<file path="config.mk">
export PLATFORM = sky130hd
export DESIGN_NAME = mem_port_arbiter
export DESIGN_NICKNAME = d
export VERILOG_FILES = /design/src/rtl/arb_pkg.sv /design/src/rtl/arb_starve_ctr.sv /design/src/rtl/mem_port_arbiter.sv
export SDC_FILE = /design/constraint.sdc
export NUM_CORES = 1
export LEC_CHECK = 0
export ABC_CLOCK_PERIOD_IN_PS = 4900
export BUFFER_PORTS_ARGS = -buffer_cell sky130_fd_sc_hd__buf_2
export CAP_MARGIN = 20
export CELL_PAD_IN_SITES_DETAIL_PLACEMENT = 1
export CELL_PAD_IN_SITES_GLOBAL_PLACEMENT = 2
export CORE_UTILIZATION = 29
export DETAILED_ROUTE_END_ITERATION = 8
export GPL_ROUTABILITY_DRIVEN = 1
export PLACE_DENSITY_LB_ADDON = 0.2
export SYNTH_ARGS = -nofsm -noshare
export SYNTH_HDL_FRONTEND = slang
export SYNTH_SLANG_ARGS = --single-unit
</file>
<file path="constraint.sdc">
create_clock -name clk -period 4.9 [get_ports clk]
set_input_delay 0 -clock clk [delete_from_list [all_inputs] [get_ports clk]]
set_output_delay 0 -clock clk [all_outputs]
set_load 0.02 [all_outputs]
</file>
<file path="src/rtl/arb_pkg.sv">
// Shared definitions for the unified memory-port arbiter: FSM state encoding,
// owner tags, the fixed fetch access size and parameter defaults.
package arb_pkg;

  typedef enum logic [1:0] {
    IDLE    = 2'd0,
    BUSY_IF = 2'd1,
    BUSY_D  = 2'd2
  } arb_state_e;

  typedef enum logic {
    OWNER_IF = 1'b0,
    OWNER_D  = 1'b1
  } owner_e;

  // Instruction fetches are always full-word reads.
  localparam logic [2:0] FUNCT3_WORD = 3'b010;

  localparam int STARVE_LIMIT_DEF = 8;
  localparam int TIMEOUT_DEF      = 64;

endpackage

</file>
<file path="src/rtl/arb_starve_ctr.sv">
// Saturating counter of consecutive arbitration losses suffered by fetch.
// Clear has priority over increment; at_limit_o flags that fetch must win next.
module arb_starve_ctr
  import arb_pkg::*;
#(
  parameter int LIMIT = STARVE_LIMIT_DEF
) (
  input  logic clk,
  input  logic rst,
  input  logic inc_i,
  input  logic clr_i,
  output logic at_limit_o
);

  logic [7:0] count_q;
  logic [7:0] count_d;

  // Next count: clear wins, increment stops at LIMIT.
  always_comb begin
    count_d = count_q;
    if (clr_i) begin
      count_d = '0;
    end else if (inc_i && (count_q != 8'(LIMIT))) begin
      count_d = count_q + 8'd1;
    end
  end

  // Count register with synchronous reset.
  always_ff @(posedge clk) begin
    if (rst) begin
      count_q <= '0;
    end else begin
      count_q <= count_d;
    end
  end

  assign at_limit_o = (count_q == 8'(LIMIT));

endmodule

</file>
<file path="src/rtl/mem_port_arbiter.sv">
// Arbiter sharing one memory port between instruction fetch and load/store.
// Data has fixed priority; a starvation counter forces a fetch grant after
// STARVE_LIMIT consecutive losses. All memory-side outputs are registered.
// Optional feature: define ARB_TIMEOUT_EN to abort accesses whose mem_ack does
// not arrive within TIMEOUT busy cycles (done + err pulse, read data 0).
module mem_port_arbiter
  import arb_pkg::*;
#(
  parameter int ADDR_W       = 32,
  parameter int DATA_W       = 32,
  parameter int STARVE_LIMIT = STARVE_LIMIT_DEF,
  parameter int TIMEOUT      = TIMEOUT_DEF
) (
  input  logic              clk,
  input  logic              rst,
  input  logic              if_req,
  input  logic [ADDR_W-1:0] if_addr,
  output logic              if_done,
  output logic [DATA_W-1:0] if_rdata,
  input  logic              d_req,
  input  logic              d_we,
  input  logic [ADDR_W-1:0] d_addr,
  input  logic [DATA_W-1:0] d_wdata,
  input  logic [2:0]        d_size,
  output logic              d_done,
  output logic [DATA_W-1:0] d_rdata,
  output logic              err,
  output logic              mem_req,
  output logic              mem_we,
  output logic [ADDR_W-1:0] mem_addr,
  output logic [DATA_W-1:0] mem_wdata,
  output logic [2:0]        mem_size,
  input  logic              mem_ack,
  input  logic [DATA_W-1:0] mem_rdata
);

  // Elaboration-time parameter sanity checks.
  if (STARVE_LIMIT < 1 || STARVE_LIMIT > 255) begin : g_bad_starve_limit
    $error("mem_port_arbiter: STARVE_LIMIT must be in 1..255");
  end
  if (TIMEOUT < 1) begin : g_bad_timeout
    $error("mem_port_arbiter: TIMEOUT must be at least 1");
  end

  arb_state_e state_q, state_d;

  logic              mem_req_q, mem_req_d;
  logic              mem_we_q, mem_we_d;
  logic [ADDR_W-1:0] mem_addr_q, mem_addr_d;
  logic [DATA_W-1:0] mem_wdata_q, mem_wdata_d;
  logic [2:0]        mem_size_q, mem_size_d;
  logic              if_done_q, if_done_d;
  logic              d_done_q, d_done_d;
  logic              err_q, err_d;
  logic [DATA_W-1:0] if_rdata_q, if_rdata_d;
  logic [DATA_W-1:0] d_rdata_q, d_rdata_d;

  logic eff_if_req;
  logic eff_d_req;
  logic grant_if;
  logic grant_d;
  logic complete;
  logic abort;
  logic timeout_hit;
  logic starve_at_limit;
  owner_e busy_owner;

  // A requester whose done pulse is high still shows its old request this
  // cycle; mask it so the finished access is not granted a second time.
  assign eff_if_req = if_req & ~if_done_q;
  assign eff_d_req  = d_req & ~d_done_q;
  assign busy_owner = (state_q == BUSY_IF) ? OWNER_IF : OWNER_D;

  arb_starve_ctr #(
    .LIMIT(STARVE_LIMIT)
  ) u_starve (
    .clk       (clk),
    .rst       (rst),
    .inc_i     ((state_q == IDLE) && eff_if_req && grant_d),
    .clr_i     (grant_if),
    .at_limit_o(starve_at_limit)
  );

`ifdef ARB_TIMEOUT_EN
  localparam int WAIT_W = (TIMEOUT > 1) ? $clog2(TIMEOUT) : 1;

  logic [WAIT_W-1:0] wait_q, wait_d;

  // Busy-cycle counter: restarts on every grant, advances while no ack.
  always_comb begin
    wait_d = wait_q;
    if (grant_if || grant_d) begin
      wait_d = '0;
    end else if ((state_q != IDLE) && !mem_ack) begin
      wait_d = wait_q + WAIT_W'(1);
    end
  end

  // Wait counter register.
  always_ff @(posedge clk) begin
    if (rst) begin
      wait_q <= '0;
    end else begin
      wait_q <= wait_d;
    end
  end

  assign timeout_hit = (state_q != IDLE) && (wait_q == WAIT_W'(TIMEOUT - 1));
`else
  assign timeout_hit = 1'b0;
`endif

  // FSM state register.
  always_ff @(posedge clk) begin
    if (rst) begin
      state_q <= IDLE;
    end else begin
      state_q <= state_d;
    end
  end

  // Next-state logic: arbitration in IDLE, completion or abort in BUSY.
  always_comb begin
    state_d  = state_q;
    grant_if = 1'b0;
    grant_d  = 1'b0;
    complete = 1'b0;
    abort    = 1'b0;
    case (state_q)
      IDLE: begin
        if (eff_if_req && eff_d_req) begin
          if (starve_at_limit) begin
            grant_if = 1'b1;
          end else begin
            grant_d = 1'b1;
          end
        end else if (eff_d_req) begin
          grant_d = 1'b1;
        end else if (eff_if_req) begin
          grant_if = 1'b1;
        end
        if (grant_if) begin
          state_d = BUSY_IF;
        end else if (grant_d) begin
          state_d = BUSY_D;
        end
      end
      BUSY_IF, BUSY_D: begin
        // An ack in the timeout cycle still counts as a normal completion.
        if (mem_ack) begin
          complete = 1'b1;
        end else if (timeout_hit) begin
          abort = 1'b1;
        end
        if (complete || abort) begin
          state_d = IDLE;
        end
      end
      default: state_d = IDLE;
    endcase
  end

  // Output next-values: load the winner on grant, pulse done on completion.
  always_comb begin
    mem_req_d   = mem_req_q;
    mem_we_d    = mem_we_q;
    mem_addr_d  = mem_addr_q;
    mem_wdata_d = mem_wdata_q;
    mem_size_d  = mem_size_q;
    if_done_d   = 1'b0;
    d_done_d    = 1'b0;
    err_d       = 1'b0;
    if_rdata_d  = if_rdata_q;
    d_rdata_d   = d_rdata_q;
    if (grant_d) begin
      mem_req_d   = 1'b1;
      mem_we_d    = d_we;
      mem_addr_d  = d_addr;
      mem_wdata_d = d_wdata;
      mem_size_d  = d_size;
    end else if (grant_if) begin
      mem_req_d   = 1'b1;
      mem_we_d    = 1'b0;
      mem_addr_d  = if_addr;
      mem_wdata_d = '0;
      mem_size_d  = FUNCT3_WORD;
    end
    if (complete || abort) begin
      mem_req_d = 1'b0;
      err_d     = abort;
      if (busy_owner == OWNER_IF) begin
        if_done_d  = 1'b1;
        if_rdata_d = complete ? mem_rdata : '0;
      end else begin
        d_done_d  = 1'b1;
        // Stores return 0 rather than whatever the memory drove.
        d_rdata_d = (complete && !mem_we_q) ? mem_rdata : '0;
      end
    end
  end

  // Output registers; everything clears on reset.
  always_ff @(posedge clk) begin
    if (rst) begin
      mem_req_q   <= 1'b0;
      mem_we_q    <= 1'b0;
      mem_addr_q  <= '0;
      mem_wdata_q <= '0;
      mem_size_q  <= '0;
      if_done_q   <= 1'b0;
      d_done_q    <= 1'b0;
      err_q       <= 1'b0;
      if_rdata_q  <= '0;
      d_rdata_q   <= '0;
    end else begin
      mem_req_q   <= mem_req_d;
      mem_we_q    <= mem_we_d;
      mem_addr_q  <= mem_addr_d;
      mem_wdata_q <= mem_wdata_d;
      mem_size_q  <= mem_size_d;
      if_done_q   <= if_done_d;
      d_done_q    <= d_done_d;
      err_q       <= err_d;
      if_rdata_q  <= if_rdata_d;
      d_rdata_q   <= d_rdata_d;
    end
  end

  assign mem_req   = mem_req_q;
  assign mem_we    = mem_we_q;
  assign mem_addr  = mem_addr_q;
  assign mem_wdata = mem_wdata_q;
  assign mem_size  = mem_size_q;
  assign if_done   = if_done_q;
  assign d_done    = d_done_q;
  assign err       = err_q;
  assign if_rdata  = if_rdata_q;
  assign d_rdata   = d_rdata_q;

endmodule

</file>
==> impl_results.html, run 1 <==
<table>
<tr><th>Metric</th><th>Value</th></tr>
<tr><th colspan="2">Critical path</th></tr>
<tr><td>Top fanout value on the critical path</td><td>36</td></tr>
<tr><td>R2R depth</td><td>9</td></tr>
<tr><td>Critical path required time</td><td>around 5.2 ns</td></tr>
<tr><td>Classification of the worst setup path</td><td>flop to flop</td></tr>
<tr><td>Kind of end point of the critical path</td><td>flop</td></tr>
<tr><td>Startpoint kind of the worst setup timing path</td><td>flop</td></tr>
<tr><td>Arrival time reported for the critical path endpoint</td><td>3.53 ns</td></tr>
<tr><th colspan="2">Global route</th></tr>
<tr><td>Via count of the first global-routing pass</td><td>around 7000</td></tr>
<tr><td>Total grt overflow</td><td>0</td></tr>
<tr><td>Global router's overall resource usage</td><td>20.29%</td></tr>
<tr><td>Number of antenna violations at the first check in global routing</td><td>3</td></tr>
<tr><td>Maximum number of pins on one net before global-route repair</td><td>55</td></tr>
<tr><td>Wire length of the first global-routing pass</td><td>35470 um</td></tr>
<tr><th colspan="2">Synth</th></tr>
<tr><td>Number of synthesized register bits</td><td>about 150</td></tr>
<tr><td>Number of warnings issued by yosys</td><td>0</td></tr>
<tr><td>Most instantiated cells after synthesis</td><td>145 x dfxtp_1, 75 x nor2_1, 71 x nand2_1, 67 x a22o_1, 40 x clkbuf_1</td></tr>
<tr><td>Synth unique cells</td><td>42</td></tr>
<tr><td>Cells after synthesis</td><td>628</td></tr>
<tr><td>Post-synthesis area per instance</td><td>between 9 and 10 sq um</td></tr>
<tr><td>Synthesized Nets</td><td>769</td></tr>
<tr><td>Part of the Yosys area used for sequential elements</td><td>46.91%</td></tr>
<tr><td>Most frequent cell after synthesis</td><td>dfxtp_1</td></tr>
<tr><td>Total standard cell area after synthesis</td><td>0.006188 sq mm</td></tr>
<tr><td>Top cell type by total area after synthesis</td><td>dfxtp_1</td></tr>
<tr><td>Async S/R FF share, synth</td><td>0%</td></tr>
<tr><td>Count of flip-flops with a built-in enable after synthesis</td><td>0</td></tr>
<tr><td>Most frequently used flop master after synthesis</td><td>dfxtp_1</td></tr>
<tr><td>Cell types occupying the most area after synthesis</td><td>dfxtp_1 47%, a22o_1 9.5%, mux2_4 7.3%, a211oi_2 6.1%, nor2_1 4.5%</td></tr>
<tr><td>Top cell type's share of synthesized area</td><td>46.91%</td></tr>
<tr><th colspan="2">Pwr</th></tr>
<tr><td>IR Drop Worst-Case VDD</td><td>~220 uV</td></tr>
<tr><td>Power density over cell area</td><td>350.2 mW/mm^2</td></tr>
<tr><td>Leak pwr</td><td>roughly 4.5 nW</td></tr>
<tr><th colspan="2">Timing</th></tr>
<tr><td>Minimum clock period after layout</td><td>3.226 ns</td></tr>
<tr><td>Final hold viol count</td><td>0</td></tr>
<tr><td>RSZ-0062 raised after global routing</td><td>no</td></tr>
<tr><td>Worst clock skew</td><td>0.008148 ns</td></tr>
<tr><td>Maximum clock rate</td><td>a little over 300 MHz</td></tr>
<tr><td>Sum Neg Setup Slack</td><td>0 ns</td></tr>
<tr><td>Slew at the pin closest to its max-slew limit</td><td>1.064 ns</td></tr>
<tr><td>Slew Limit Fails</td><td>0</td></tr>
<tr><td>Slew margin rel.</td><td>just under 30%</td></tr>
<tr><td>Final critical-path share of the clock period</td><td>65.84%</td></tr>
<tr><td>Final setup vio count</td><td>0</td></tr>
<tr><td>Final WS setup</td><td>about 1.7 ns</td></tr>
<tr><th colspan="2">Place</th></tr>
<tr><td>Final HPWL from detailed placement</td><td>14650 um</td></tr>
<tr><td>Placed Instance Area</td><td>approximately 0.0078 sq mm</td></tr>
<tr><td>Buffers added on ports</td><td>271</td></tr>
<tr><td>Post-placement setup slack</td><td>2.031 ns</td></tr>
<tr><td>Routability-driven placement congestion ratio</td><td>0.7571</td></tr>
<tr><th colspan="2">Clock tree</th></tr>
<tr><td>Clock Sink Count</td><td>145</td></tr>
<tr><td>H-tree depth</td><td>4</td></tr>
<tr><td>Clock tree buffer depth</td><td>2</td></tr>
<tr><td>Clock root buffer master</td><td>clkbuf_16</td></tr>
<tr><td>CTS clock-pin slew for the worst setup and hold paths</td><td>0.06 ns</td></tr>
<tr><td>Cts bufs inserted</td><td>17</td></tr>
<tr><td>CTS tree</td><td>built</td></tr>
<tr><td>Skew-Pair Late Insertion Delay</td><td>0.42 ns</td></tr>
<tr><th colspan="2">Floorplanning</th></tr>
<tr><td>Placement row count</td><td>53</td></tr>
<tr><td>Chip width</td><td>148.1 um</td></tr>
<tr><td>Overall die height</td><td>148.1 um</td></tr>
<tr><td>Placeable core region</td><td>between 0.02 and 0.025 sq mm</td></tr>
<tr><td>Io pins</td><td>273</td></tr>
<tr><td>Die Area</td><td>0.02193 sq mm</td></tr>
<tr><td>Initial standard-cell utilization of the core</td><td>between 20% and 30%</td></tr>
<tr><th colspan="2">Hold path</th></tr>
<tr><td>Hold path cells</td><td>3</td></tr>
<tr><td>Kind of path behind the tightest hold check</td><td>input port to flop</td></tr>
<tr><th colspan="2">Cells and area</th></tr>
<tr><td>Number of nets in the layout</td><td>1155</td></tr>
<tr><td>Share of post-route cells with drive strength above 1</td><td>37.78%</td></tr>
<tr><td>Relative area change from synthesis to final layout</td><td>56.96%</td></tr>
<tr><td>Post-Layout Inst Area</td><td>slightly below 0.01 sq mm</td></tr>
<tr><td>Utilization after layout</td><td>46.35%</td></tr>
<tr><th colspan="2">Outcome</th></tr>
<tr><td>Outcome</td><td>finished clean</td></tr>
<tr><th colspan="2">Job</th></tr>
<tr><td>Max cap viols</td><td>0</td></tr>
<tr><th colspan="2">Route</th></tr>
<tr><td>First-pass DRT Iterations</td><td>4</td></tr>
<tr><td>Starting DRT DRC Count</td><td>approximately 190</td></tr>
<tr><td>Via/cell ratio</td><td>4.890</td></tr>
<tr><td>Routed wire length</td><td>roughly 22000 um</td></tr>
<tr><td>Number of remaining DRC errors</td><td>0</td></tr>
<tr><td>Routed wire per std cell</td><td>17.15 um</td></tr>
<tr><td>Count of nets left with antenna violations after detail routing</td><td>0</td></tr>
<tr><td>Via total after detailed routing</td><td>6377</td></tr>
</table>
[worst max-delay path, cell delays in order, from the launching register on]
cell and delay, ns:
dfxtp_1 0.32, inv_1 0.08, ha_2 0.19, buf_4 0.50, nand3b_1 0.61, buf_4 0.46, nor2_1 0.14, mux2_4 0.17
a211oi_2 0.04, dlygate4sd3_1 0.58
[layout by cell type (no fill, tap or decap), types with 3 or more instances in the layout]
master         synthesis  final
buf_2                  4    271
o22ai_1               31     31
nand2b_1               3      3
dlygate4sd3_1          0    135
a211oi_1               5      5
a211oi_2              30     30
nor2_1                75     73
xnor2_1                5      5
nor4_1                 5      4
nor3_1                 3      3
inv_1                  5      5
a22o_1                67     67
dfxtp_1              145    145
ha_1                   4      3
clkbuf_16              0     17
clkinv_8               0      4
inv_8                  0      3
buf_4                  2     13
nand2_1               71     71
a21oi_1               37     37
nand3_1                3      3
nor2b_1                3      3
inv_6                  0      6
mux2_4                30     30
o21bai_1              32     32
[sequential cells by signal, indices dropped and copies added, names as in the netlist]
register          flops
mem_we                1
mem_addr             32
mem_wdata            32
d_rdata              32
d_done                1
u_starve.count_q      8
if_rdata             32
state_q               2
mem_req               1
if_done               1
mem_size              3
[through the flow]
step | power, mW | cells | hold slack (ns)
floorplan | 1.774 | 628 | 0.09924
global placement | 2.012 | 1134 | 0.2161
detailed placement | 2.034 | 1134 | 0.2228
CTS | 3.438 | 1301 | 0.001096
global route | 3.561 | 1303 | 0.01650
finish | 3.401 | 1304 | 0.01902
[cell type report]
class                   count  area [sq um]
repair buffers            420          2820
fillers                  2453         11240
flip-flops and latches    145          2903
clock inverters            15         165.2
diodes                      2         5.005
inverters                   5         18.77
multi-input cells         425          3032
well taps                 275         344.1
clock buffers              17         425.4
[worst paths after layout]
path	from	endpoint	slack [ns]
worst min-delay path	d_addr[8]	mem_addr[8]$_SDFFE_PP0P_	0.02
worst min register to register	if_rdata[21]$_SDFFE_PP0P_	if_rdata[21]$_SDFFE_PP0P_	0.45
worst max register to register	state_q[0]$_SDFFE_PP0P_	mem_addr[2]$_SDFFE_PP0P_	1.67
worst max-delay path	state_q[0]$_SDFFE_PP0P_	mem_addr[2]$_SDFFE_PP0P_	1.67
[kinds of logic after synthesis]
kind of cell	Yosys count	share of synthesized area [%]
AND/OR/NAND/NOR	174	12.15
AO/OA/AOI/OAI	209	27.29
XOR/XNOR	5	0.7076
buffers and inverters	58	4.448
multiplexers	32	7.622
adder cells (fa/ha/maj)	4	0.8088
other	1	0.06060
flip-flops	145	46.91
[power by group]
part | leakage, nW | switching [mW] | total (mW) | internal, mW
combinational | 3.05 | 0.447 | 0.796 | 0.349
clock | 0.290 | 0.594 | 1.28 | 0.685
sequential | 1.18 | 0.0538 | 1.33 | 1.27
[routing by layer]
metal	wire [um]	part of all wire (%)	vias to the layer above	track usage (%)
met4	431	1.9	2	7.371
met5	12	0.054	-	0
met3	1177	5.3	29	4.755
met2	11220	50	189	36.17
li1	-	-	3043	-
met1	9519	43	3114	23.54
[what timing repair did]
item                                    CTS  global route
endpoints found under the hold margin   135             0
resized for setup                         0             0
hold buffers                            135             0
buffers inserted                          0             0
endpoints found under the setup margin    0             0
(Power assumes the default switching activity.)
==> inputs of run 2 (changes only) <==
--- a/config.mk
+++ b/config.mk
@@ -5,12 +5,13 @@
 export SDC_FILE = /design/constraint.sdc
 export NUM_CORES = 1
 export LEC_CHECK = 0
-export ABC_CLOCK_PERIOD_IN_PS = 4900
+export ABC_AREA = 1
+export ABC_CLOCK_PERIOD_IN_PS = 3220
 export BUFFER_PORTS_ARGS = -buffer_cell sky130_fd_sc_hd__buf_2
 export CAP_MARGIN = 20
 export CELL_PAD_IN_SITES_DETAIL_PLACEMENT = 1
 export CELL_PAD_IN_SITES_GLOBAL_PLACEMENT = 2
-export CORE_UTILIZATION = 29
+export CORE_UTILIZATION = 25
 export DETAILED_ROUTE_END_ITERATION = 8
 export GPL_ROUTABILITY_DRIVEN = 1
 export PLACE_DENSITY_LB_ADDON = 0.2
==> constraint.sdc (replaced) <==
create_clock -name clk -period 3.22 [get_ports clk]
set_input_delay 0 -clock clk [delete_from_list [all_inputs] [get_ports clk]]
set_output_delay 0 -clock clk [all_outputs]
set_load 0.02 [all_outputs]
==> run 2 against run 1 <==
  * Global-route usage decreased by 1.2 points
  * Cell count grew 18%
  * Synthesized area decreased by 0.59%
  * Worst setup slack got worse by 1.2 ns
  * Critical endpoint is now mem_addr[0]$_SDFFE_PP0P_
  * Maximum frequency rose by 16%
  * Final area fell by 1.0%
  * Critical path depth stayed put
==> impl_results.html, run 2 <==
<table>
<tr><th>Metric</th><th>Value</th></tr>
<tr><th colspan="2">Outcome</th></tr>
<tr><td>Outcome</td><td>finished clean</td></tr>
<tr><th colspan="2">Critical path</th></tr>
<tr><td>Sum of buffers and inverters on the critical path</td><td>2 (-2)</td></tr>
<tr><td>Family with the most delay on the worst path</td><td>simple AND/OR/NAND/NOR gates</td></tr>
<tr><td>Startpoint kind of the worst setup timing path</td><td>flop</td></tr>
<tr><td>Slowest CP cell</td><td>dlygate4sd3_1</td></tr>
<tr><td>Arrival time reported for the critical path endpoint</td><td>3.11 ns (-0.42 ns)</td></tr>
<tr><td>Path length in cells of the critical path</td><td>9 (unchanged)</td></tr>
<tr><td>Critical path required time</td><td>3.56 ns (-1.64 ns)</td></tr>
<tr><td>R2R depth</td><td>9 (unchanged)</td></tr>
<tr><td>Peak per-stage delay on the critical path</td><td>0.59 ns (-0.02 ns)</td></tr>
<tr><td>Classification of the worst setup path</td><td>flop to flop</td></tr>
<tr><td>Top fanout value on the critical path</td><td>36 (unchanged)</td></tr>
<tr><td>Critical-path cell list</td><td>inv_1 -&gt; ha_1 -&gt; nand3_2 -&gt; o21ai_2 -&gt; nand3_4 -&gt; nand2_4 -&gt; nand3_1 -&gt; dlygate4sd3_1 -&gt; a21oi_1</td></tr>
<tr><td>Kind of end point of the critical path</td><td>flop</td></tr>
<tr><th colspan="2">Hold path</th></tr>
<tr><td>Kind of path behind the tightest hold check</td><td>input port to flop</td></tr>
<tr><td>Hold path cells</td><td>5 (+2)</td></tr>
<tr><th colspan="2">Floorplanning</th></tr>
<tr><td>Initial standard-cell utilization of the core</td><td>25.37% (-4.2 points)</td></tr>
<tr><td>Placeable core region</td><td>0.02425 sq mm (+16%)</td></tr>
<tr><td>Chip width</td><td>158.9 um (+7.3%)</td></tr>
<tr><td>Placement row count</td><td>57 (+7.5%)</td></tr>
<tr><td>Overall die height</td><td>158.9 um (+7.3%)</td></tr>
<tr><td>Io pins</td><td>273 (unchanged)</td></tr>
<tr><td>Die Area</td><td>0.02524 sq mm (+15%)</td></tr>
<tr><th colspan="2">Timing</th></tr>
<tr><td>Slew Limit Fails</td><td>0 (unchanged)</td></tr>
<tr><td>Slew at the pin closest to its max-slew limit</td><td>0.8586 ns (-0.2057 ns)</td></tr>
<tr><td>RSZ-0062 raised after global routing</td><td>no</td></tr>
<tr><td>Final setup vio count</td><td>0 (unchanged)</td></tr>
<tr><td>Final hold viol count</td><td>0 (unchanged)</td></tr>
<tr><td>Sum Neg Setup Slack</td><td>0 ns (unchanged)</td></tr>
<tr><td>Slew margin rel.</td><td>42.70% (+14 points)</td></tr>
<tr><td>Worst clock skew</td><td>0.01154 ns (+0.003387 ns)</td></tr>
<tr><td>Final critical-path share of the clock period</td><td>86.07% (+20 points)</td></tr>
<tr><td>Maximum clock rate</td><td>360.8 MHz (+16%)</td></tr>
<tr><td>Minimum clock period after layout</td><td>2.771 ns (-0.4548 ns)</td></tr>
<tr><th colspan="2">Synth</th></tr>
<tr><td>Mux cell area share after synthesis</td><td>0% (-7.6 points)</td></tr>
<tr><td>Cell types occupying the most area after synthesis</td><td>dfxtp_1 47%, nand2_1 11%, nand3_1 11%, a21oi_1 7.9%, inv_1 4.7%</td></tr>
<tr><td>Synthesized Nets</td><td>969 (+26%)</td></tr>
<tr><td>Compound-Gate Fraction of Synth Area</td><td>12.30% (-15 points)</td></tr>
<tr><td>Top cell type's share of synthesized area</td><td>47.18% (+0.28 points)</td></tr>
<tr><td>Adder-cell share of the synthesized area</td><td>0.8135% (+0.0048 points)</td></tr>
<tr><td>Synth unique cells</td><td>28 (-33%)</td></tr>
<tr><td>Number of warnings issued by yosys</td><td>0 (unchanged)</td></tr>
<tr><td>Most instantiated cells after synthesis</td><td>182 x nand2_1, 145 x dfxtp_1, 132 x nand3_1, 97 x a21oi_1, 77 x inv_1</td></tr>
<tr><td>Async S/R FF share, synth</td><td>0% (unchanged)</td></tr>
<tr><td>Count of flip-flops with a built-in enable after synthesis</td><td>0 (unchanged)</td></tr>
<tr><td>Simple-gate share of the synthesized area</td><td>29.04% (+17 points)</td></tr>
<tr><td>Total standard cell area after synthesis</td><td>0.006152 sq mm (-0.59%)</td></tr>
<tr><td>Combinational family with the most area after synthesis</td><td>simple AND/OR/NAND/NOR gates</td></tr>
<tr><td>Part of the Yosys area used for sequential elements</td><td>47.18% (+0.28 points)</td></tr>
<tr><td>Top cell type by total area after synthesis</td><td>dfxtp_1</td></tr>
<tr><td>Post-synthesis area per instance</td><td>7.430 sq um (-25%)</td></tr>
<tr><td>Number of synthesized register bits</td><td>145 (unchanged)</td></tr>
<tr><td>Xor-xnor portion of the synthesized cell area</td><td>0.2847% (-0.42 points)</td></tr>
<tr><td>Most frequently used flop master after synthesis</td><td>dfxtp_1</td></tr>
<tr><td>Most frequent cell after synthesis</td><td>nand2_1</td></tr>
<tr><td>Cells after synthesis</td><td>828 (+32%)</td></tr>
<tr><th colspan="2">Route</th></tr>
<tr><td>Count of nets left with antenna violations after detail routing</td><td>0 (unchanged)</td></tr>
<tr><td>Via/cell ratio</td><td>4.494 (-8.1%)</td></tr>
<tr><td>Routed wire length</td><td>23910 um (+6.9%)</td></tr>
<tr><td>Starting DRT DRC Count</td><td>358 (+94%)</td></tr>
<tr><td>Routed wire per std cell</td><td>15.55 um (-9.3%)</td></tr>
<tr><td>Via total after detailed routing</td><td>6908 (+8.3%)</td></tr>
<tr><td>Number of remaining DRC errors</td><td>0 (unchanged)</td></tr>
<tr><td>First-pass DRT Iterations</td><td>7 (+3)</td></tr>
<tr><th colspan="2">Place</th></tr>
<tr><td>Buffers added on ports</td><td>271 (unchanged)</td></tr>
<tr><td>Final HPWL from detailed placement</td><td>15030 um (+2.6%)</td></tr>
<tr><td>Routability-driven placement congestion ratio</td><td>0.7461 (-1.5%)</td></tr>
<tr><td>Placed Instance Area</td><td>0.007694 sq mm (-0.74%)</td></tr>
<tr><th colspan="2">Global route</th></tr>
<tr><td>Maximum number of pins on one net before global-route repair</td><td>61 (+11%)</td></tr>
<tr><td>Wire length of the first global-routing pass</td><td>38520 um (+8.6%)</td></tr>
<tr><td>Number of antenna violations at the first check in global routing</td><td>2 (-1)</td></tr>
<tr><td>Via count of the first global-routing pass</td><td>7236 (+4.0%)</td></tr>
<tr><td>Global router's overall resource usage</td><td>19.06% (-1.2 points)</td></tr>
<tr><td>Total grt overflow</td><td>0 (unchanged)</td></tr>
<tr><th colspan="2">Cells and area</th></tr>
<tr><td>Most common cell after layout, fill and taps aside</td><td>buf_2</td></tr>
<tr><td>ANT cells</td><td>0 (-2)</td></tr>
<tr><td>Layout fillers</td><td>3066 (+25%)</td></tr>
<tr><td>Leading cell types in the layout, fill and taps excluded</td><td>270 x buf_2, 182 x nand2_1, 145 x dfxtp_1, 132 x nand3_1, 132 x dlygate4sd3_1</td></tr>
<tr><td>Multi-input gate area</td><td>0.002620 sq mm (-14%)</td></tr>
<tr><td>Number of nets in the layout</td><td>1341 (+16%)</td></tr>
<tr><td>Relative area change from synthesis to final layout</td><td>56.27%</td></tr>
<tr><td>Share of post-route cells with drive strength above 1</td><td>28.52% (-9.3 points)</td></tr>
<tr><td>Sequential cell area</td><td>0.002903 sq mm (unchanged)</td></tr>
<tr><td>Post-Layout Inst Area</td><td>0.009614 sq mm (-1.0%)</td></tr>
<tr><th colspan="2">Pwr</th></tr>
<tr><td>Leak pwr</td><td>4.422 nW (-2.3%)</td></tr>
<tr><td>IR Drop Worst-Case VDD</td><td>272.8 uV (+25%)</td></tr>
<tr><td>Power density over cell area</td><td>642.6 mW/mm^2 (+84%)</td></tr>
<tr><th colspan="2">Clock tree</th></tr>
<tr><td>CTS clock-pin slew for the worst setup and hold paths</td><td>0.06 ns (about the same)</td></tr>
<tr><td>Clock Sink Count</td><td>145 (unchanged)</td></tr>
<tr><td>Post-CTS Resized</td><td>0 (unchanged)</td></tr>
<tr><td>Total of hold buffers inserted after clock tree synthesis</td><td>132 (-2.2%)</td></tr>
<tr><td>Clock tree buffer depth</td><td>2 (unchanged)</td></tr>
<tr><td>CTS tree</td><td>built</td></tr>
<tr><td>Skew-Pair Late Insertion Delay</td><td>0.43 ns (about the same)</td></tr>
<tr><td>H-tree depth</td><td>4 (unchanged)</td></tr>
<tr><td>Post-CTS repair timing setup buffer count</td><td>0 (unchanged)</td></tr>
<tr><td>Cts bufs inserted</td><td>17 (unchanged)</td></tr>
<tr><td>Clock root buffer master</td><td>clkbuf_16</td></tr>
<tr><th colspan="2">Job</th></tr>
<tr><td>Max cap viols</td><td>0 (unchanged)</td></tr>
</table>
## run 2: worst register-to-register path, cell delays in order (launching register included)
cell and delay [ns]:
dfxtp_1 0.34, inv_1 0.08, ha_1 0.16, nand3_2 0.09, o21ai_2 0.21, nand3_4 0.41
nand2_4 0.55, nand3_1 0.13, dlygate4sd3_1 0.59, a21oi_1 0.14
## run 2: area by class of cell
type	instances	area share (%)
Clock inverter	14	1.666
Timing Repair Buffer	416	28.89
Sequential cell	145	30.19
Inverter	81	3.214
Multi-Input combinational cell	539	27.25
Clock buffer	18	4.568
Tap cell	324	4.217
## run 2: layer usage
layer / share of wire, % / up-vias / global-route usage [%]
met5: 0.11 / - / 0
met4: 1.1 / 4 / 5.332
met3: 6.7 / 23 / 5.825
met2: 46 / 190 / 31.50
met1: 46 / 3230 / 23.80
li1: - / 3461 / -
## run 2: cell families (layout without fill, tap and decap cells)
group | count (synthesis) | after routing
other cells | 1 | 1
compound gates | 143 | 143
buf+inv | 144 | 529
fa+ha+maj | 4 | 4
flops | 145 | 145
xor+xnor | 2 | 2
simple gates | 389 | 389
## run 2: stage by stage
stage                     total power [mW]  util [%]  setup WS (ns)  cells  hold slack, ns
after floorplan                      3.353         -          1.605    828          0.1419
after global placement               3.907     31.73         0.8178   1373          0.2504
after detailed placement             3.917     31.73         0.7850   1373          0.2520
after CTS                            6.270     39.65         0.4138   1537        0.002639
after global routing                 6.536     39.65         0.1923   1537         0.02637
final                                6.178     39.65         0.4487   1537         0.01440
## run 2: power by group
group	switching, mW	internal (mW)	leakage [nW]	total (mW)
combinational	1.24	0.723	2.94	1.96
clock	0.927	1.13	0.296	2.06
sequential	0.123	2.03	1.18	2.15
total	2.29	3.89	4.42	6.18
## run 2: final timing paths
kind         slack, ns                        end                        startpoint
max               0.45   mem_addr[0]$_SDFFE_PP0P_  u_starve.count_q[0]$_SDFFE_PP0P_
max reg2reg       0.45   mem_addr[0]$_SDFFE_PP0P_  u_starve.count_q[0]$_SDFFE_PP0P_
min reg2reg       0.46  if_rdata[31]$_SDFFE_PP0P_         if_rdata[31]$_SDFFE_PP0P_
min               0.01   mem_addr[3]$_SDFFE_PP0P_                         d_addr[3]
==> inputs of run 3 (changes only) <==
--- a/config.mk
+++ b/config.mk
@@ -6,15 +6,17 @@
 export NUM_CORES = 1
 export LEC_CHECK = 0
 export ABC_AREA = 1
-export ABC_CLOCK_PERIOD_IN_PS = 3220
+export ABC_CLOCK_PERIOD_IN_PS = 2300
 export BUFFER_PORTS_ARGS = -buffer_cell sky130_fd_sc_hd__buf_2
 export CAP_MARGIN = 20
 export CELL_PAD_IN_SITES_DETAIL_PLACEMENT = 1
 export CELL_PAD_IN_SITES_GLOBAL_PLACEMENT = 2
-export CORE_UTILIZATION = 25
+export CORE_ASPECT_RATIO = 1.4
+export CORE_UTILIZATION = 22
 export DETAILED_ROUTE_END_ITERATION = 8
 export GPL_ROUTABILITY_DRIVEN = 1
 export PLACE_DENSITY_LB_ADDON = 0.2
 export SYNTH_ARGS = -nofsm -noshare
 export SYNTH_HDL_FRONTEND = slang
+export SYNTH_HIERARCHICAL = 1
 export SYNTH_SLANG_ARGS = --single-unit
==> constraint.sdc (replaced) <==
create_clock -name clk -period 2.3 [get_ports clk]
set_input_delay 0 -clock clk [delete_from_list [all_inputs] [get_ports clk]]
set_output_delay 0 -clock clk [all_outputs]
set_load 0.02 [all_outputs]
==> run 3 against run 2 <==
  * Combinational power is 13% lower
  * Synthesized cell count is 2.2% higher
  * Sequential share of layout area is 0.43 points lower
  * Routed wire length is 8.7% higher
  * Clock power is 44% higher
  * Synthesized area hardly changed
==> impl_results.html, run 3 <==
<table>
<tr><th>Metric</th><th>Value</th></tr>
<tr><th colspan="2">Cells and area</th></tr>
<tr><td>Leading cell types in the layout, fill and taps excluded</td><td>271 x buf_2, 228 x nand2_1, 145 x dfxtp_1, 135 x nand3_1, 133 x dlygate4sd3_1</td></tr>
<tr><td>Layout fillers</td><td>3464 (+13%)</td></tr>
<tr><td>Share of post-route cells with drive strength above 1</td><td>27.11% (-1.4 points)</td></tr>
<tr><td>Relative area change from synthesis to final layout</td><td>58.58%</td></tr>
<tr><td>Number of nets in the layout</td><td>1362 (+1.6%)</td></tr>
<tr><td>Most common cell after layout, fill and taps aside</td><td>buf_2</td></tr>
<tr><th colspan="2">Floorplanning</th></tr>
<tr><td>Overall die height</td><td>199.8 um (+26%)</td></tr>
<tr><td>Die Area</td><td>0.02863 sq mm (+13%)</td></tr>
<tr><td>Chip width</td><td>143.3 um (-9.8%)</td></tr>
<tr><td>Placement row count</td><td>72 (+26%)</td></tr>
<tr><td>Placeable core region</td><td>0.02757 sq mm (+14%)</td></tr>
<tr><td>Initial standard-cell utilization of the core</td><td>22.31% (-3.1 points)</td></tr>
<tr><td>Io pins</td><td>273 (unchanged)</td></tr>
<tr><th colspan="2">Clock tree</th></tr>
<tr><td>Clock Sink Count</td><td>145 (unchanged)</td></tr>
<tr><td>Post-CTS Resized</td><td>0 (unchanged)</td></tr>
<tr><td>CTS tree</td><td>built</td></tr>
<tr><td>CTS clock-pin slew for the worst setup and hold paths</td><td>0.06 ns (about the same)</td></tr>
<tr><td>Clock tree buffer depth</td><td>2 (unchanged)</td></tr>
<tr><td>Cts bufs inserted</td><td>17 (unchanged)</td></tr>
<tr><td>Clock root buffer master</td><td>clkbuf_16</td></tr>
<tr><td>Skew-Pair Late Insertion Delay</td><td>0.42 ns (about the same)</td></tr>
<tr><td>H-tree depth</td><td>4 (unchanged)</td></tr>
<tr><th colspan="2">Route</th></tr>
<tr><td>Routed wire length</td><td>26000 um (+8.7%)</td></tr>
<tr><td>Starting DRT DRC Count</td><td>268 (-25%)</td></tr>
<tr><td>Routed wire per std cell</td><td>16.21 um (+4.2%)</td></tr>
<tr><td>Count of nets left with antenna violations after detail routing</td><td>0 (unchanged)</td></tr>
<tr><td>Via/cell ratio</td><td>4.447 (-1.1%)</td></tr>
<tr><td>Via total after detailed routing</td><td>7133 (+3.3%)</td></tr>
<tr><td>First-pass DRT Iterations</td><td>4 (-3)</td></tr>
<tr><td>Number of remaining DRC errors</td><td>0 (unchanged)</td></tr>
<tr><th colspan="2">Synth</th></tr>
<tr><td>Total standard cell area after synthesis</td><td>0.006150 sq mm (about the same)</td></tr>
<tr><td>Number of warnings issued by yosys</td><td>6 (+6)</td></tr>
<tr><td>Async S/R FF share, synth</td><td>0% (unchanged)</td></tr>
<tr><td>Most instantiated cells after synthesis</td><td>228 x nand2_1, 145 x dfxtp_1, 136 x nand3_1, 83 x nor2_1, 75 x a21oi_1</td></tr>
<tr><td>Part of the Yosys area used for sequential elements</td><td>47.20% (about the same)</td></tr>
<tr><td>Top cell type by total area after synthesis</td><td>dfxtp_1</td></tr>
<tr><td>Synthesized Nets</td><td>987 (+1.9%)</td></tr>
<tr><td>Top cell type's share of synthesized area</td><td>47.20% (about the same)</td></tr>
<tr><td>Count of flip-flops with a built-in enable after synthesis</td><td>0 (unchanged)</td></tr>
<tr><td>Synth unique cells</td><td>25 (-11%)</td></tr>
<tr><td>Most frequently used flop master after synthesis</td><td>dfxtp_1</td></tr>
<tr><td>Most frequent cell after synthesis</td><td>nand2_1</td></tr>
<tr><td>Number of synthesized register bits</td><td>145 (unchanged)</td></tr>
<tr><td>Post-synthesis area per instance</td><td>7.269 sq um (-2.2%)</td></tr>
<tr><td>Cells after synthesis</td><td>846 (+2.2%)</td></tr>
<tr><td>Cell types occupying the most area after synthesis</td><td>dfxtp_1 47%, nand2_1 14%, nand3_1 11%, a21oi_1 6.1%, nor2_1 5.1%</td></tr>
<tr><th colspan="2">Place</th></tr>
<tr><td>Final HPWL from detailed placement</td><td>16390 um (+9.1%)</td></tr>
<tr><td>Buffers added on ports</td><td>271 (unchanged)</td></tr>
<tr><td>Routability-driven placement congestion ratio</td><td>0.6959 (-6.7%)</td></tr>
<tr><td>Post-placement setup slack</td><td>0.2330 ns (-0.5521 ns)</td></tr>
<tr><th colspan="2">Pwr</th></tr>
<tr><td>IR Drop Worst-Case VDD</td><td>549.2 uV (+100%)</td></tr>
<tr><td>Power density over cell area</td><td>768.2 mW/mm^2 (+20%)</td></tr>
<tr><td>Leak pwr</td><td>4.579 nW (+3.5%)</td></tr>
<tr><th colspan="2">Job</th></tr>
<tr><td>Max cap viols</td><td>0 (unchanged)</td></tr>
<tr><th colspan="2">Critical path</th></tr>
<tr><td>Critical path required time</td><td>2.64 ns (-0.92 ns)</td></tr>
<tr><td>Worst reg2reg setup slack</td><td>0.21 ns (-0.24 ns)</td></tr>
<tr><td>R2R depth</td><td>10 (+1)</td></tr>
<tr><td>End of the worst register-to-register path</td><td>mem_wdata[31]$_SDFFE_PP0P_</td></tr>
<tr><td>Top fanout value on the critical path</td><td>35 (-2.8%)</td></tr>
<tr><td>Setup crit start</td><td>u_starve/count_q[0]$_SDFFE_PP0P_</td></tr>
<tr><td>Worst flop-to-flop path startpoint</td><td>u_starve/count_q[0]$_SDFFE_PP0P_</td></tr>
<tr><td>Kind of end point of the critical path</td><td>flop</td></tr>
<tr><td>Startpoint kind of the worst setup timing path</td><td>flop</td></tr>
<tr><td>Arrival time reported for the critical path endpoint</td><td>2.44 ns (-0.67 ns)</td></tr>
<tr><td>Classification of the worst setup path</td><td>flop to flop</td></tr>
<tr><td>Capture point of the critical path</td><td>mem_wdata[31]$_SDFFE_PP0P_</td></tr>
<tr><th colspan="2">Timing</th></tr>
<tr><td>Maximum clock rate</td><td>477.4 MHz (+32%)</td></tr>
<tr><td>Final setup vio count</td><td>0 (unchanged)</td></tr>
<tr><td>Slew margin rel.</td><td>38.67% (-4.0 points)</td></tr>
<tr><td>Sum Neg Setup Slack</td><td>0 ns (unchanged)</td></tr>
<tr><td>Final critical-path share of the clock period</td><td>91.07% (+5.0 points)</td></tr>
<tr><td>Minimum clock period after layout</td><td>2.095 ns (-0.6767 ns)</td></tr>
<tr><td>Worst Hold Slack</td><td>0.06529 ns (+0.05089 ns)</td></tr>
<tr><td>Slew Limit Fails</td><td>0 (unchanged)</td></tr>
<tr><td>RSZ-0062 raised after global routing</td><td>no</td></tr>
<tr><td>Worst clock skew</td><td>0.007768 ns (-0.003767 ns)</td></tr>
<tr><td>Final hold viol count</td><td>0 (unchanged)</td></tr>
<tr><td>Final WS setup</td><td>0.2054 ns (-0.2433 ns)</td></tr>
<tr><td>Slew at the pin closest to its max-slew limit</td><td>0.9200 ns (+0.06143 ns)</td></tr>
<tr><th colspan="2">Global route</th></tr>
<tr><td>Wire length of the first global-routing pass</td><td>39540 um (+2.7%)</td></tr>
<tr><td>Via count of the first global-routing pass</td><td>7483 (+3.4%)</td></tr>
<tr><td>Total grt overflow</td><td>0 (unchanged)</td></tr>
<tr><td>Maximum number of pins on one net before global-route repair</td><td>72 (+18%)</td></tr>
<tr><td>Global router's overall resource usage</td><td>18.10% (-0.95 points)</td></tr>
<tr><td>Number of antenna violations at the first check in global routing</td><td>2 (unchanged)</td></tr>
<tr><th colspan="2">Outcome</th></tr>
<tr><td>Outcome</td><td>finished clean</td></tr>
<tr><th colspan="2">Hold path</th></tr>
<tr><td>Kind of path behind the tightest hold check</td><td>input port to flop</td></tr>
</table>
[run 3: cell types whose count changed in the layout (fill, tap and decap cells not counted), sizes merged, moves of 32 or more]
cell and change:
nand4 -33, nor2 +62, a21oi -32, nand3b +32, inv -65, nand2 +37
[run 3: power by group]
group,switching [mW],leakage (nW),internal (mW)
logic,1.06,3.09,0.654
clock network,1.13,0.308,1.84
registers,0.0926,1.18,2.71
[run 3: worst min path at each step]
stage                     slack (ns)  cells past startpoint         from                         end
after floorplan                 0.15                      2  d_wdata[25]  mem_wdata[25]$_SDFFE_PP0P_
after global placement          0.26                      3         d_we         mem_we$_SDFFE_PP0P_
after detailed placement        0.26                      3  d_wdata[20]  mem_wdata[20]$_SDFFE_PP0P_
after CTS                       0.06                      5        d_req     state_q[1]$_SDFFE_PP0P_
after global routing            0.09                      5        d_req     state_q[1]$_SDFFE_PP0P_
final                           0.07                      4          rst     state_q[1]$_SDFFE_PP0P_
[run 3: cell type report]
class / count / area, sq um / area share [%]
timing repair buffer: 421 / 2840 / 29.12
clock inverter: 8 / 126.4 / 1.296
clock buffer: 22 / 494.2 / 5.068
tap: 370 / 462.9 / 4.747
sequential: 145 / 2903 / 29.77
antenna: 2 / 5.005 / 0.05132
inverter: 25 / 93.84 / 0.9623
multi-input combinational: 611 / 2826 / 28.98
[run 3: metrics by stage]
stage                     instances  utilization (%)  cell area, sq um  power, mW
after floorplan                 846                -              6150      3.834
after global placement         1439            28.28              7795      4.401
after detailed placement       1439            28.28              7795      4.414
after CTS                      1602            35.36              9747      7.631
after global routing           1603            35.37              9749      7.906
final                          1604            35.38              9752      7.492
[run 3: metal layers]
layer / wire [um] / GRT usage, %
met1: 10280 / 19.07
met2: 13120 / 32.92
met3: 1915 / 5.892
met4: 684 / 7.447
met5: 0 / 0
[run 3: cell families (layout without fill, tap and decap cells)]
group | Yosys count | after routing | synth area share, %
other | 1 | 3 | 0.06098
flip-flops | 145 | 145 | 47.20
AND/OR/NAND/NOR | 488 | 488 | 35.08
AO/OA/AOI/OAI | 115 | 115 | 9.420
XOR/XNOR | 3 | 3 | 0.4273
adder cells (fa/ha/maj) | 4 | 4 | 0.8139
buffers and inverters | 90 | 476 | 6.999
[run 3: worst max-delay path, stage by stage, from the launching register on]
cell and delay, ns:
dfxtp_1 0.37, inv_1 0.09, ha_1 0.21, nand3_2 0.09
nor2_2 0.06, nand2_2 0.09, nand2_4 0.08, buf_4 0.19
inv_2 0.49, nand2_1 0.14, a21oi_1 0.20
[run 3: timing repair]
item	CTS	global route
buffers inserted	0	0
endpoints found under the setup margin	0	0
hold buffers	133	0
endpoints found under the hold margin	134	0
